`src/rtl/mix_columns_iter.sv`:
```
// Iterative AES MixColumns: LANES columns per cycle over VEC_SIZE/LANES cycles, valid/ready on both sides.
// Define MIXCOL_INV_EN to build the InvMixColumns datapath selected per vector by in_inv.
module mix_columns_iter #(
  parameter int REG_SIZE = 32,
  parameter int VEC_SIZE = 4,
  parameter int LANES    = 1
) (
  input  logic                     clk,
  input  logic                     rst_n,
  input  logic                     in_valid,
  output logic                     in_ready,
  input  logic                     in_inv,
  input  logic [VEC_SIZE-1:0][31:0] in_vect,
  output logic                     out_valid,
  input  logic                     out_ready,
  output logic                     out_inv,
  output logic [VEC_SIZE-1:0][31:0] out_vect,
  output logic                     busy
);

  localparam int N     = VEC_SIZE / LANES;
  localparam int IDX_W = (N > 1) ? $clog2(N) : 1;

  if (REG_SIZE != 32) begin : g_bad_reg_size
    $error("mix_columns_iter: REG_SIZE must be 32");
  end
  if ((VEC_SIZE < 1) || (LANES < 1) || ((VEC_SIZE % LANES) != 0)) begin : g_bad_lanes
    $error("mix_columns_iter: LANES must divide VEC_SIZE");
  end

  typedef enum logic [1:0] {
    ST_IDLE = 2'd0,
    ST_BUSY = 2'd1,
    ST_DONE = 2'd2
  } state_t;

  // Vectors are stored as N groups of LANES columns so a whole group is addressed by idx.
  typedef logic [N-1:0][LANES-1:0][31:0] grp_vec_t;

  state_t                   state_q;
  logic [IDX_W-1:0]         idx_q;
  grp_vec_t                 src_q;
  grp_vec_t                 res_q;
  logic                     out_valid_q;
  logic                     busy_q;
  logic                     inv_q;
  logic [LANES-1:0][31:0]   grp_d;
  logic                     accept_s;

  function automatic logic [7:0] xt(input logic [7:0] b);
    return {b[6:0], 1'b0} ^ (b[7] ? 8'h1b : 8'h00);
  endfunction

  function automatic logic [31:0] mix_fwd(input logic [31:0] col);
    logic [7:0] a0, a1, a2, a3;
    a0 = col[31:24];
    a1 = col[23:16];
    a2 = col[15:8];
    a3 = col[7:0];
    return {xt(a0) ^ xt(a1) ^ a1 ^ a2 ^ a3,
            a0 ^ xt(a1) ^ xt(a2) ^ a2 ^ a3,
            a0 ^ a1 ^ xt(a2) ^ xt(a3) ^ a3,
            xt(a0) ^ a0 ^ a1 ^ a2 ^ xt(a3)};
  endfunction

`ifdef MIXCOL_INV_EN
  // Multiply by one of the inverse constants 09/0B/0D/0E from its x2/x4/x8 partials.
  function automatic logic [7:0] gmul_inv(input logic [7:0] b, input logic [3:0] k);
    logic [7:0] b2, b4, b8;
    b2 = xt(b);
    b4 = xt(b2);
    b8 = xt(b4);
    return (k[0] ? b : 8'h00) ^ (k[1] ? b2 : 8'h00) ^ (k[2] ? b4 : 8'h00) ^ b8;
  endfunction

  function automatic logic [31:0] mix_inv(input logic [31:0] col);
    logic [7:0] a0, a1, a2, a3;
    a0 = col[31:24];
    a1 = col[23:16];
    a2 = col[15:8];
    a3 = col[7:0];
    return {gmul_inv(a0, 4'he) ^ gmul_inv(a1, 4'hb) ^ gmul_inv(a2, 4'hd) ^ gmul_inv(a3, 4'h9),
            gmul_inv(a0, 4'h9) ^ gmul_inv(a1, 4'he) ^ gmul_inv(a2, 4'hb) ^ gmul_inv(a3, 4'hd),
            gmul_inv(a0, 4'hd) ^ gmul_inv(a1, 4'h9) ^ gmul_inv(a2, 4'he) ^ gmul_inv(a3, 4'hb),
            gmul_inv(a0, 4'hb) ^ gmul_inv(a1, 4'hd) ^ gmul_inv(a2, 4'h9) ^ gmul_inv(a3, 4'he)};
  endfunction
`endif

  assign in_ready  = (state_q == ST_IDLE) | ((state_q == ST_DONE) & out_ready);
  assign accept_s  = in_valid & in_ready;
  assign out_valid = out_valid_q;
  assign busy      = busy_q;
  assign out_vect  = res_q;

`ifdef MIXCOL_INV_EN
  assign out_inv = inv_q;
`else
  logic unused_inv_s;
  assign unused_inv_s = in_inv;
  assign out_inv      = 1'b0;
`endif

  // Transform the group of columns selected by idx.
  always_comb begin
    grp_d = '0;
    for (int l = 0; l < LANES; l++) begin
`ifdef MIXCOL_INV_EN
      if (inv_q) begin
        grp_d[l] = mix_inv(src_q[idx_q][l]);
      end else begin
        grp_d[l] = mix_fwd(src_q[idx_q][l]);
      end
`else
      grp_d[l] = mix_fwd(src_q[idx_q][l]);
`endif
    end
  end

  // Control FSM plus capture and result registers.
  always_ff @(posedge clk or negedge rst_n) begin
    if (!rst_n) begin
      state_q     <= ST_IDLE;
      idx_q       <= '0;
      src_q       <= '0;
      res_q       <= '0;
      out_valid_q <= 1'b0;
      busy_q      <= 1'b0;
      inv_q       <= 1'b0;
    end else begin
      case (state_q)
        ST_IDLE: begin
          if (accept_s) begin
            src_q   <= in_vect;
            inv_q   <= in_inv;
            idx_q   <= '0;
            state_q <= ST_BUSY;
            busy_q  <= 1'b1;
          end
        end
        ST_BUSY: begin
          res_q[idx_q] <= grp_d;
          if (idx_q == IDX_W'(N - 1)) begin
            idx_q       <= '0;
            state_q     <= ST_DONE;
            out_valid_q <= 1'b1;
          end else begin
            idx_q <= idx_q + IDX_W'(1);
          end
        end
        ST_DONE: begin
          if (out_ready) begin
            out_valid_q <= 1'b0;
            if (accept_s) begin
              src_q   <= in_vect;
              inv_q   <= in_inv;
              idx_q   <= '0;
              state_q <= ST_BUSY;
            end else begin
              state_q <= ST_IDLE;
              busy_q  <= 1'b0;
            end
          end
        end
        default: begin
          state_q     <= ST_IDLE;
          idx_q       <= '0;
          out_valid_q <= 1'b0;
          busy_q      <= 1'b0;
        end
      endcase
    end
  end

endmodule
```
`config.mk`:
```
export PLATFORM = sky130hd
export DESIGN_NAME = mix_columns_iter
export DESIGN_NICKNAME = d
export VERILOG_FILES = /design/src/rtl/mix_columns_iter.sv
export SDC_FILE = /design/constraint.sdc
export NUM_CORES = 1
export LEC_CHECK = 0
export BUFFER_PORTS_ARGS = -buffer_cell sky130_fd_sc_hd__buf_4
export CAP_MARGIN = 25
export CORE_ASPECT_RATIO = 1.4
export CORE_MARGIN = 4
export CORE_UTILIZATION = 55
export DETAILED_ROUTE_END_ITERATION = 16
export PLACE_DENSITY = 0.92
export SLEW_MARGIN = 0
export SYNTH_ARGS = -nofsm -noshare
export SYNTH_HDL_FRONTEND = slang
export SYNTH_SLANG_ARGS = --single-unit
```
`constraint.sdc`:
```
create_clock -name clk -period 5.6 [get_ports clk]
set_clock_uncertainty 0.05 [all_clocks]
set_input_delay 1.12 -clock clk [delete_from_list [all_inputs] [get_ports clk]]
set_output_delay 1.12 -clock clk [all_outputs]
set_load 0.02 [all_outputs]
```
=== Word-level counts from Yosys, hierarchy flattened ===
Index checks and enable logic that the tools add are counted.

* Register bits: 262
* Bits of input ports: 133
* Output and inout bits: 132
* Logic and storage cells: 82

* Add/subtract/negate cells: 1
* Magnitude comparators: 2
* Equal/unequal tests: 7
* Mux-type cells: 28
* Bitwise operators: 25
* Reductions and logical operators: 7

{| class="wikitable"
|+ Operators with widths
! kind !! count
|-
| $mux 128 || 2
|-
| $pmux 128 s2 || 1
|-
| $bwmux 128 || 1
|-
| $xor 8x8->8 || 16
|-
| $bmux 32 s2 || 1
|-
| $demux 32 s2 || 1
|-
| $mux 32 || 2
|-
| $xor 8x5->8 || 4
|-
| $mux 5 || 4
|-
| $mux 2 || 6
|-
| $pmux 2 s3 || 2
|-
| $ne 2x2->1 const B || 4
|-
| $mux 1 || 6
|-
| $pmux 1 s3 || 2
|-
| $reduce_and 3->1 || 2
|-
| $eq 2x2->1 const B || 2
|-
| $reduce_and 4->1 || 1
|-
| $lt 2x3->1 const B || 1
|-
| $add 2x1->2 const B || 1
|-
| $and 1x1->1 || 2
|-
| $eq 2x1->1 const B || 1
|-
| $ge 2x1->1 const B || 1
|-
| $logic_not 2->1 || 1
|-
| $not 1->1 || 2
|-
| 4 further kinds || 4
|}

=== Logic depth before layout (Yosys ltp) ===
Gate-level depths: netlist of the first run.

* Depth in word-level cells: 9
* Gate-level depth with buffers: 9
* Gate-level depth less buffers: 5

=== Worst setup path after synthesis of the first run ===
No wires, ideal clock.

* Path kind: input to output
* Start point: in out_ready
* End point: out in_ready
* Arrival time: 1538 ps
* Data required time: 4430 ps
* Slack: 2892 ps
* Cell stages on the path: 2
* Buffers on the path: 0
* Cells stage by stage: inv_1 a21oi_1

* Word-level cells in the longest chain between the ends: 2

{| class="wikitable"
|+ Ends and longest elaborated chain
! item !! line !! RTL
|-
| start: declaration || 15 || <nowiki>input logic out_ready,</nowiki>
|-
| $and 1x1->1 || 89 || <nowiki>assign in_ready = (state_q == ST_IDLE) | ((state_q == ST_DONE) & out_ready);</nowiki>
|-
| $or 1x1->1 || 89 ||
|-
| end: declaration || 11 || <nowiki>output logic in_ready,</nowiki>
|}

Every way passes these cells.

=== Worst setup path after layout of the first run ===
* Start point: reg idx_q[0]
* End point: reg res_q, in the netlist out_vect[19]

* Word-level cells in the longest chain between the ends: 9
* Elaborated cells on any way between the ends: 16
* Classes of those cells: order compare: 2; mux: 7; bitwise: 6; reduce/logical: 1

{| class="wikitable"
|+ Ends and longest elaborated chain
! item !! line !! RTL
|-
| start: declaration || 41 || <nowiki>logic [IDX_W-1:0] idx_q;</nowiki>
|-
| start signal: assignment || 147 || <nowiki>idx_q <= idx_q + IDX_W'(1);</nowiki>
|-
| $bmux 32 s2 || 114 || <nowiki>grp_d[l] = mix_fwd(src_q[idx_q][l]);</nowiki>
|-
| $mux 32 (not written as such) || 114 ||
|-
| $mux 5 || 51 || <nowiki>return {b[6:0], 1'b0} ^ (b[7] ? 8'h1b : 8'h00);</nowiki>
|-
| $xor 8x5->8 || 51 ||
|-
| $xor 8x8->8 (4 in a row) || 61 || <nowiki>a0 ^ xt(a1) ^ xt(a2) ^ a2 ^ a3,</nowiki>
|-
| $bwmux 128 (*) || 141 || <nowiki>res_q[idx_q] <= grp_d;</nowiki>
|-
| end signal: indexed assignment || 141 ||
|-
| end: declaration || 43 || <nowiki>grp_vec_t res_q;</nowiki>
|}

Every way passes the cells marked *; elsewhere a longest branch is shown, timed or not. The select of a mux whose other input is x is not followed.
A chain may end at the register's enable or synchronous reset.

==> key figures, run 1 <==
Run status
  • Outcome: completed

Yosys
  • Mapped Area: 11500 sq um
  • Syn_area_per_cell: 13.8 sq um
  • Ys Warns: 0
  • Synth cell types: 30
  • Register bit count reported by yosys: 262
  • Mapped Cells: 835
  • Main flop type after synthesis: dfrtp_1
  • Post-synth EDFFs: 0
  • Async SR Flop Fraction: 100%
  • Synthesized net count: 972
  • Register area share after synthesis: 56.8%

Worst setup path
  • Reg2Reg Depth: 5
  • Arrival @ worst endpoint: 3720 ps
  • Worst R2R End: out_vect[19]$_DFFE_PN0P_
  • WP data required: 5970 ps
  • CP startpoint kind: register
  • Worst R2R Setup Slack: 2240 ps
  • CP Class: register to register
  • Element type at the critical path end: register
  • Reg2reg start: idx_q[0]$_DFFE_PN0P_
  • Crit-path max FO: 26

STA
  • Finish-stage setup viols: 0
  • Fin. Hold Viols: 0
  • Relative slew slack: 44.6%
  • F_max: 0.298 GHz
  • Tcrit/Tclk final: 59.9%
  • Setup TNS: 0 ps
  • Slew @ Worst Pin: 831 ps
  • Tmin final: 3360 ps
  • Final Max Slew Viols: 0
  • Unrepaired setup endpoints after global routing: no

CTS
  • Hold buffers post-CTS: 0
  • Htree depth: 1
  • Clock-pin slew on the worst setup and hold paths: 60 ps
  • CTS sink cnt: 262
  • Worst-Skew Late Latency: 510 ps
  • Cts bufs inserted: 24
  • Post-CTS setup repair buffer count: 0
  • Deepest clock path buffer count: 3
  • CTS Root Cell: clkbuf_16
  • Cts repair resizes: 0
  • CTS tree: yes

Global routing
  • Pin count of the biggest net entering global routing: 125
  • Gr usage total: 24.9%
  • Global-route wire length before repair: 45300 um
  • Vias in the first global route: 8232
  • Grt ovf: 0
  • Initial antenna violation count: 0

Finish
  • Fin nets: 1220
  • Layout cells sized above 1: 44.4%
  • Syn-to-layout area delta: 27.2%
  • Ant diodes: 0
  • Most common cell after layout, fill and taps aside: buf_4
  • Commonest cells after routing, fill and taps aside: buf_4 (264), dfrtp_1 (261), nand2_1 (129)

Detailed routing
  • Routed Antenna Nets: 0
  • Vias/cell: 5.63
  • DRC: 0
  • Routed len/inst: 21.4 um
  • Starting DRT DRC Count: 427
  • DR pass1 iterations: 5
  • Via count: 7637
  • Final wirelength: 29100 um

Worst hold path
  • Hold Crit Depth: 2
  • Hold endpoint: out_vect[8]$_DFFE_PN0P_
  • Min-delay src: out_vect[8]$_DFFE_PN0P_
  • Hold Crit Class: register to register

Die
  • # rows: 62
  • Die height: 179 um
  • Core outline area: 20600 sq um
  • IO Pins: 265
  • DIE AREA: 23400 sq um
  • Die Width: 130 um
  • Starting Density: 56.2%

Placed design
  • Post-DP HPWL: 21200 um
  • IO Port Bufs: 262
  • Final GP Congestion: 0.878

Job
  • # Max-Cap Violations: 0
[worst max-delay path: stages (launching register included)]
cell and delay (ps):
dfrtp_2 910, buf_4 410, mux4_2 680, xnor3_1 470
xnor3_1 480, o21ai_1 240
[synth_stat cells (2+ instances only)]
library cell / number / share of area, %
nand2_1: 133 / 4.3
xnor2_2: 5 / 0.70
a21oi_1: 4 / 0.17
inv_1: 5 / 0.16
buf_2: 4 / 0.17
a22o_1: 2 / 0.15
xnor2_1: 9 / 0.68
clkbuf_1: 39 / 1.3
ha_1: 4 / 0.43
buf_4: 3 / 0.19
xor3_1: 3 / 0.62
dfrtp_1: 262 / 57
mux4_2: 32 / 6.2
xnor3_1: 37 / 7.2
xor2_1: 19 / 1.4
mux2_2: 128 / 12
o21ai_1: 39 / 1.7
o21ai_0: 92 / 4.0
buf_6: 2 / 0.19
xor2_2: 3 / 0.42
[cells by family after synthesis]
kind of cell / count (synthesis) / synth area share, %
AND/OR/NAND/NOR: 137 / 4.51
multiplexers: 160 / 18.7
other: 1 / 0.0325
AO/OA/AOI/OAI: 139 / 6.13
buffers and inverters: 56 / 2.33
XOR/XNOR: 76 / 11.1
flip-flops: 262 / 56.8
adder cells (fa/ha/maj): 4 / 0.433
[through the flow]
step           std cells  area (sq um)  hold WS, ps  worst slack, ps  util (%)
2_1_floorplan        835         11500          425             2890         -
4_1_cts             1352         14600          437             2150      71.0
5_1_grt             1356         14700          455             2030      71.4
3_5_place_dp        1309         13700          422             2160      66.7
6_report            1356         14700          432             2240      71.4
3_3_place_gp        1307         13700          413             2220      66.5
[layer usage]
layer	part of all wire, %	up-vias	global-route usage [%]
met5	0	-	0
met4	4.3	0	9.55
met3	6.0	73	4.10
met2	53	299	44.3
met1	36	3857	30.0
li1	-	3408	-
[registers in the layout (all words and copies together), names as in the netlist]
register / flops
out_vect: 128
idx_q: 2
src_q: 128
state_q: 2
out_valid: 1
busy: 1
[area by class of cell]
cell class	count	area, sq um
flip-flops and latches	262	6560
clock buffers	29	661
fillers	1314	5870
clock inverters	14	231
inverters	5	18.8
well taps	256	320
repair buffers	273	2160
multi-input cells	517	4740
[worst max-delay path by stage]
stage                         startpoint  slack [ps]                         to  cells after the start
floorplan                      out_ready        2890                   in_ready                      2
global placement    idx_q[0]$_DFFE_PN0P_        2220  out_vect[103]$_DFFE_PN0P_                      5
detailed placement  idx_q[0]$_DFFE_PN0P_        2160  out_vect[105]$_DFFE_PN0P_                      5
CTS                 idx_q[0]$_DFFE_PN0P_        2150   out_vect[31]$_DFFE_PN0P_                      5
global route        idx_q[0]$_DFFE_PN0P_        2030  out_vect[127]$_DFFE_PN0P_                      5
finish              idx_q[0]$_DFFE_PN0P_        2240   out_vect[19]$_DFFE_PN0P_                      5
Power of run 1 is not shown: default switching activity piles up to over one toggle a cycle in this logic, so the estimate is an artifact.
==> run 2, diff against run 1 <==
--- a/config.mk
+++ b/config.mk
@@ -9,9 +9,9 @@
 export CAP_MARGIN = 25
 export CORE_ASPECT_RATIO = 1.4
 export CORE_MARGIN = 4
-export CORE_UTILIZATION = 55
+export CORE_UTILIZATION = 54
 export DETAILED_ROUTE_END_ITERATION = 16
-export PLACE_DENSITY = 0.92
+export PLACE_DENSITY = 0.91
 export SLEW_MARGIN = 0
 export SYNTH_ARGS = -nofsm -noshare
 export SYNTH_HDL_FRONTEND = slang
==> constraint.sdc (replaced) <==
create_clock -name clk -period 3.1 [get_ports clk]
set_clock_uncertainty 0.05 [all_clocks]
set_input_delay 0.62 -clock clk [delete_from_list [all_inputs] [get_ports clk]]
set_output_delay 0.62 -clock clk [all_outputs]
set_load 0.02 [all_outputs]
==> key figures, run 2 (synthesis results as in run 1) <==
Detailed routing
  • Routed len/inst: 21.2 um (was 21.4 um)
  • DR pass1 iterations: 5 (unchanged)
  • Final wirelength: 29200 um (was 29100 um)
  • Routed Antenna Nets: 0 (unchanged)
  • Vias/cell: 5.58 (was 5.63)
  • DRC: 0 (unchanged)
  • Starting DRT DRC Count: 361 (was 427)
  • Via count: 7675 (was 7637)

Finish
  • Most common cell after layout, fill and taps aside: buf_4 (unchanged)
  • Fin nets: 1234 (was 1220)
  • Filler cell count: 1404 (was 1314)
  • Syn-to-layout area delta: 28.0% (was 27.2%)
  • Commonest cells after routing, fill and taps aside: buf_4 (279), dfrtp_1 (261), nand2_1 (129) (was buf_4 (264), dfrtp_1 (261), nand2_1 (129))
  • Layout cells sized above 1: 44.9% (was 44.4%)
  • Storage element area: 6560 sq um (unchanged)
  • Multi-input gate area: 4740 sq um (unchanged)

Worst setup path
  • Reg2Reg Depth: 5 (unchanged)
  • Element type at the critical path end: register (unchanged)
  • CP cell instances: buf_12 -> mux4_2 -> xor2_1 -> xnor3_1 -> o21ai_0 (was buf_4 -> mux4_2 -> xnor3_1 -> xnor3_1 -> o21ai_1)
  • WP data required: 3450 ps (was 5970 ps)
  • Worst R2R Setup Slack: 200 ps (was 2240 ps)
  • Worst R2R End: out_vect[41]$_DFFE_PN0P_ (was out_vect[19]$_DFFE_PN0P_)
  • Arrival @ worst endpoint: 3250 ps (was 3720 ps)
  • CP startpoint kind: register (unchanged)
  • Largest stage delay on the critical path: 650 ps (was 910 ps)
  • Reg2reg start: idx_q[0]$_DFFE_PN0P_ (unchanged)
  • Crit-path max FO: 24 (was 26)
  • CP Class: register to register (unchanged)
  • Slowest-stage cell, CP: mux4_2 (was dfrtp_2)

Die
  • DIE AREA: 23800 sq um (was 23400 sq um)
  • Die Width: 132 um (was 130 um)
  • Core outline area: 21100 sq um (was 20600 sq um)
  • IO Pins: 265 (unchanged)
  • Starting Density: 54.7% (was 56.2%)
  • Die height: 181 um (was 179 um)
  • # rows: 63 (was 62)

CTS
  • Clock-pin slew on the worst setup and hold paths: 70 ps (was 60 ps)
  • CTS Root Cell: clkbuf_16 (unchanged)
  • Deepest clock path buffer count: 3 (unchanged)
  • CTS sink cnt: 262 (unchanged)
  • Cts repair resizes: 0 (unchanged)
  • CTS tree: yes (unchanged)
  • Worst-Skew Late Latency: 510 ps (about the same)
  • Hold buffers post-CTS: 0 (unchanged)
  • Post-CTS setup repair buffer count: 0 (unchanged)
  • Htree depth: 1 (unchanged)
  • Cts bufs inserted: 24 (unchanged)

STA
  • Slew @ Worst Pin: 730 ps (was 831 ps)
  • Fin. Hold Viols: 0 (unchanged)
  • Unrepaired setup endpoints after global routing: no (unchanged)
  • Final Max Slew Viols: 0 (unchanged)
  • Setup TNS: 0 ps (unchanged)
  • F_max: 0.345 GHz (was 0.298 GHz)
  • Finish-stage setup viols: 0 (unchanged)
  • Tmin final: 2900 ps (was 3360 ps)
  • Tcrit/Tclk final: 93.6% (was 59.9%)
  • Setup WS post-layout: 199 ps (was 2240 ps)
  • Relative slew slack: 51.3% (was 44.6%)

Global routing
  • Vias in the first global route: 8144 (was 8232)
  • Global-route wire length before repair: 45300 um (about the same)
  • Gr usage total: 24.3% (was 24.9%)
  • Pin count of the biggest net entering global routing: 95 (was 125)
  • Initial antenna violation count: 1 (was 0)
  • Grt ovf: 0 (unchanged)

Run status
  • Outcome: completed (unchanged)

Placed design
  • Pre-CTS WS: 191 ps (was 2160 ps)
  • Post-DP HPWL: 21400 um (was 21200 um)
  • IO Port Bufs: 262 (unchanged)
  • Final GP Congestion: 0.866 (was 0.878)

Job
  • # Max-Cap Violations: 0 (unchanged)

Worst hold path
  • Hold Crit Class: input pin to asynchronous set/reset pin (was register to register)
run 2: how the worst max path moves through the flow:
stage / start / endpoint / slack [ps] / cells past startpoint
floorplan: idx_q[0]$_DFFE_PN0P_ / out_vect[12]$_DFFE_PN0P_ / 730 / 7
global placement: idx_q[0]$_DFFE_PN0P_ / out_vect[105]$_DFFE_PN0P_ / 330 / 5
CTS: idx_q[0]$_DFFE_PN0P_ / out_vect[41]$_DFFE_PN0P_ / 150 / 5
detailed placement: idx_q[0]$_DFFE_PN0P_ / out_vect[41]$_DFFE_PN0P_ / 190 / 5
global route: idx_q[0]$_DFFE_PN0P_ / out_vect[41]$_DFFE_PN0P_ / 20 / 5
finish: idx_q[0]$_DFFE_PN0P_ / out_vect[41]$_DFFE_PN0P_ / 200 / 5
run 2: final cells by class:
cell class | instances | share of cell area [%]
Multi-Input combinational cell | 517 | 32.1
Sequential cell | 262 | 44.4
Timing Repair Buffer | 287 | 15.2
Clock inverter | 10 | 1.21
Tap cell | 260 | 2.20
Clock buffer | 34 | 4.80
Antenna cell | 1 | 0.0169
Inverter | 5 | 0.127
run 2: routing by layer:
| metal | GRT usage (%) | part of all wire [%] |
|---|---|---|
| met1 | 29.0 | 37 |
| met2 | 43.4 | 53 |
| met3 | 3.93 | 5.4 |
| met4 | 10.6 | 4.6 |
| met5 | 0 | 0 |
run 2: critical path: cells and delay by family (launching register included):
| kind | cells | cell delay [ps] |
|---|---|---|
| AO/OA/AOI/OAI | 1 | 280 |
| XOR/XNOR | 2 | 1000 |
| buffers and inverters | 1 | 260 |
| flip-flops | 1 | 540 |
| multiplexers | 1 | 650 |
run 2: metrics by stage:
step / cells / utilization [%] / area, sq um / hold slack [ps]
after CTS: 1375 / 70.0 / 14800 / 110
after floorplan: 835 / - / 11500 / 274
after global routing: 1376 / 70.0 / 14800 / 143
after detailed placement: 1331 / 65.8 / 13900 / 422
final: 1376 / 70.0 / 14800 / 86.3
after global placement: 1331 / 65.8 / 13900 / 412
Power of run 2 is left out for the same reason.
==> run 3, diff against run 2 <==
==> constraint.sdc (replaced) <==
create_clock -name clk -period 2.7 [get_ports clk]
set_clock_uncertainty 0.05 [all_clocks]
set_input_delay 0.54 -clock clk [delete_from_list [all_inputs] [get_ports clk]]
set_output_delay 0.54 -clock clk [all_outputs]
set_load 0.02 [all_outputs]
==> key figures, run 3 (synthesis results as in run 1) <==
STA
  • F_max: 0.393 GHz (was 0.345 GHz)
  • Fin. Hold Viols: 0 (unchanged)
  • Setup TNS: 0 ps (unchanged)
  • Unrepaired setup endpoints after global routing: no (unchanged)
  • Slew @ Worst Pin: 637 ps (was 730 ps)
  • Relative slew slack: 57.5% (was 51.3%)
  • Tcrit/Tclk final: 94.3% (was 93.6%)
  • Tmin final: 2550 ps (was 2900 ps)
  • Final Max Slew Viols: 0 (unchanged)
  • Finish-stage setup viols: 0 (unchanged)

Die
  • Core outline area: 21100 sq um (unchanged)
  • # rows: 63 (unchanged)
  • Starting Density: 54.7% (unchanged)
  • Die Width: 132 um (unchanged)
  • Die height: 181 um (unchanged)
  • DIE AREA: 23800 sq um (unchanged)
  • IO Pins: 265 (unchanged)

Worst setup path
  • CP startpoint kind: register (unchanged)
  • Slowest-stage cell, CP: mux4_2 (unchanged)
  • CP cell instances: buf_12 -> mux4_2 -> xor3_1 -> xnor3_1 -> o21ai_0 (was buf_12 -> mux4_2 -> xor2_1 -> xnor3_1 -> o21ai_0)
  • Reg2Reg Depth: 5 (unchanged)
  • WP data required: 3020 ps (was 3450 ps)
  • Element type at the critical path end: register (unchanged)
  • Worst R2R End: out_vect[52]$_DFFE_PN0P_ (was out_vect[41]$_DFFE_PN0P_)
  • Arrival @ worst endpoint: 2860 ps (was 3250 ps)
  • CP Class: register to register (unchanged)
  • Largest stage delay on the critical path: 620 ps (was 650 ps)
  • CP delay by family, top: XOR/XNOR gates (unchanged)
  • Critical path buffer and inverter count: 1 (unchanged)
  • Worst R2R Setup Slack: 150 ps (was 200 ps)
  • Reg2reg start: idx_q[0]$_DFFE_PN0P_ (unchanged)
  • Crit-path max FO: 20 (was 24)

Global routing
  • Global-route wire length before repair: 46000 um (was 45300 um)
  • Met3 Use GR: 4.40% (was 3.93%)
  • Vias in the first global route: 8319 (was 8144)
  • Gr usage total: 24.6% (was 24.3%)
  • Met1 GRT Util: 29.1% (was 29.0%)
  • Grt ovf: 0 (unchanged)
  • Met2 usage: 44.4% (was 43.4%)
  • Grt peak-use layer: met2 (unchanged)
  • Initial antenna violation count: 3 (was 1)
  • Pin count of the biggest net entering global routing: 72 (was 95)

Worst hold path
  • Min-delay src: in_vect[75]
  • Hold Crit Class: input pin to register (was input pin to asynchronous set/reset pin)
  • Hold Crit Depth: 2
  • Hold endpoint: src_q[75]$_DFFE_PN0P_

Placed design
  • IO Port Bufs: 262 (unchanged)
  • Final GP Congestion: 0.868 (was 0.866)
  • Cell total after placement: 1334 (was 1331)
  • Post-DP HPWL: 21500 um (was 21400 um)

Detailed routing
  • Routed Antenna Nets: 0 (unchanged)
  • Starting DRT DRC Count: 342 (was 361)
  • Routed len/inst: 21.1 um (was 21.2 um)
  • DR pass1 iterations: 5 (unchanged)
  • DRC: 0 (unchanged)
  • Final wirelength: 29000 um (was 29200 um)
  • Vias/cell: 5.46 (was 5.58)
  • Via count: 7525 (was 7675)

Finish
  • Filler cell count: 1416 (was 1404)
  • Commonest cells after routing, fill and taps aside: buf_4 (280), dfrtp_1 (261), nand2_1 (129) (was buf_4 (279), dfrtp_1 (261), nand2_1 (129))
  • Fin nets: 1238 (was 1234)
  • Syn-to-layout area delta: 27.6% (was 28.0%)
  • Layout cells sized above 1: 44.9% (unchanged)
  • Final non-filler cell total: 1378 (was 1376)
  • Most common cell after layout, fill and taps aside: buf_4 (unchanged)

CTS
  • Worst-Skew Late Latency: 520 ps (was 510 ps)
  • Cts bufs inserted: 24 (unchanged)
  • CTS Root Cell: clkbuf_16 (unchanged)
  • Deepest clock path buffer count: 3 (unchanged)
  • CTS sink cnt: 262 (unchanged)
  • CTS tree: yes (unchanged)
  • Clock-pin slew on the worst setup and hold paths: 60 ps (was 70 ps)
  • Post-CTS setup repair buffer count: 0 (unchanged)
  • Htree depth: 1 (unchanged)

Run status
  • Outcome: completed (unchanged)

Job
  • # Max-Cap Violations: 0 (unchanged)
run 3: worst reg2reg max path, cell delays in order, from the launching register on:
cell,delay [ps]
dfrtp_2,410
buf_12,220
mux4_2,630
xor3_1,440
xnor3_1,520
o21ai_0,130
run 3: worst max path at each step:
stage / slack [ps] / start / end / cells after the start
final: 150 / idx_q[0]$_DFFE_PN0P_ / out_vect[52]$_DFFE_PN0P_ / 5
after global placement: 210 / idx_q[0]$_DFFE_PN0P_ / out_vect[52]$_DFFE_PN0P_ / 5
after global routing: 20 / idx_q[0]$_DFFE_PN0P_ / out_vect[100]$_DFFE_PN0P_ / 5
after detailed placement: 170 / idx_q[0]$_DFFE_PN0P_ / out_vect[100]$_DFFE_PN0P_ / 5
after CTS: 150 / idx_q[0]$_DFFE_PN0P_ / out_vect[52]$_DFFE_PN0P_ / 5
after floorplan: 330 / idx_q[0]$_DFFE_PN0P_ / out_vect[12]$_DFFE_PN0P_ / 7
run 3: per-layer routing:
layer | part of all wire, % | vias to the layer above
li1 | - | 3447
met1 | 37 | 3754
met2 | 54 | 262
met3 | 5.5 | 62
met4 | 3.8 | 0
met5 | 0 | -
run 3: area by class of cell:
type | instances | area (sq um) | share of cell area, %
clock inverter | 9 | 101 | 0.688
clock buffer | 31 | 678 | 4.60
inverter | 5 | 18.8 | 0.127
tap | 260 | 325 | 2.21
sequential | 262 | 6560 | 44.5
multi-input combinational | 517 | 4740 | 32.2
antenna | 3 | 7.51 | 0.0509
timing repair buffer | 291 | 2310 | 15.7
run 3: metrics by stage:
stage          hold slack [ps]  util, %  worst slack, ps  instance area, sq um
2_1_floorplan              194        -              334                 11500
3_3_place_gp               414     66.0              212                 13900
3_5_place_dp               422     66.0              167                 13900
4_1_cts                    189     69.7              155                 14700
5_1_grt                    193     69.8             24.2                 14700
6_report                   202     69.8              155                 14700
run 3: repair_timing:
item                                   4_1_cts  5_1_grt
hold buffers                                 1        0
endpoints found under the hold margin       64        0
gates resized for setup                      0        0
Power of run 3 is left out for the same reason.
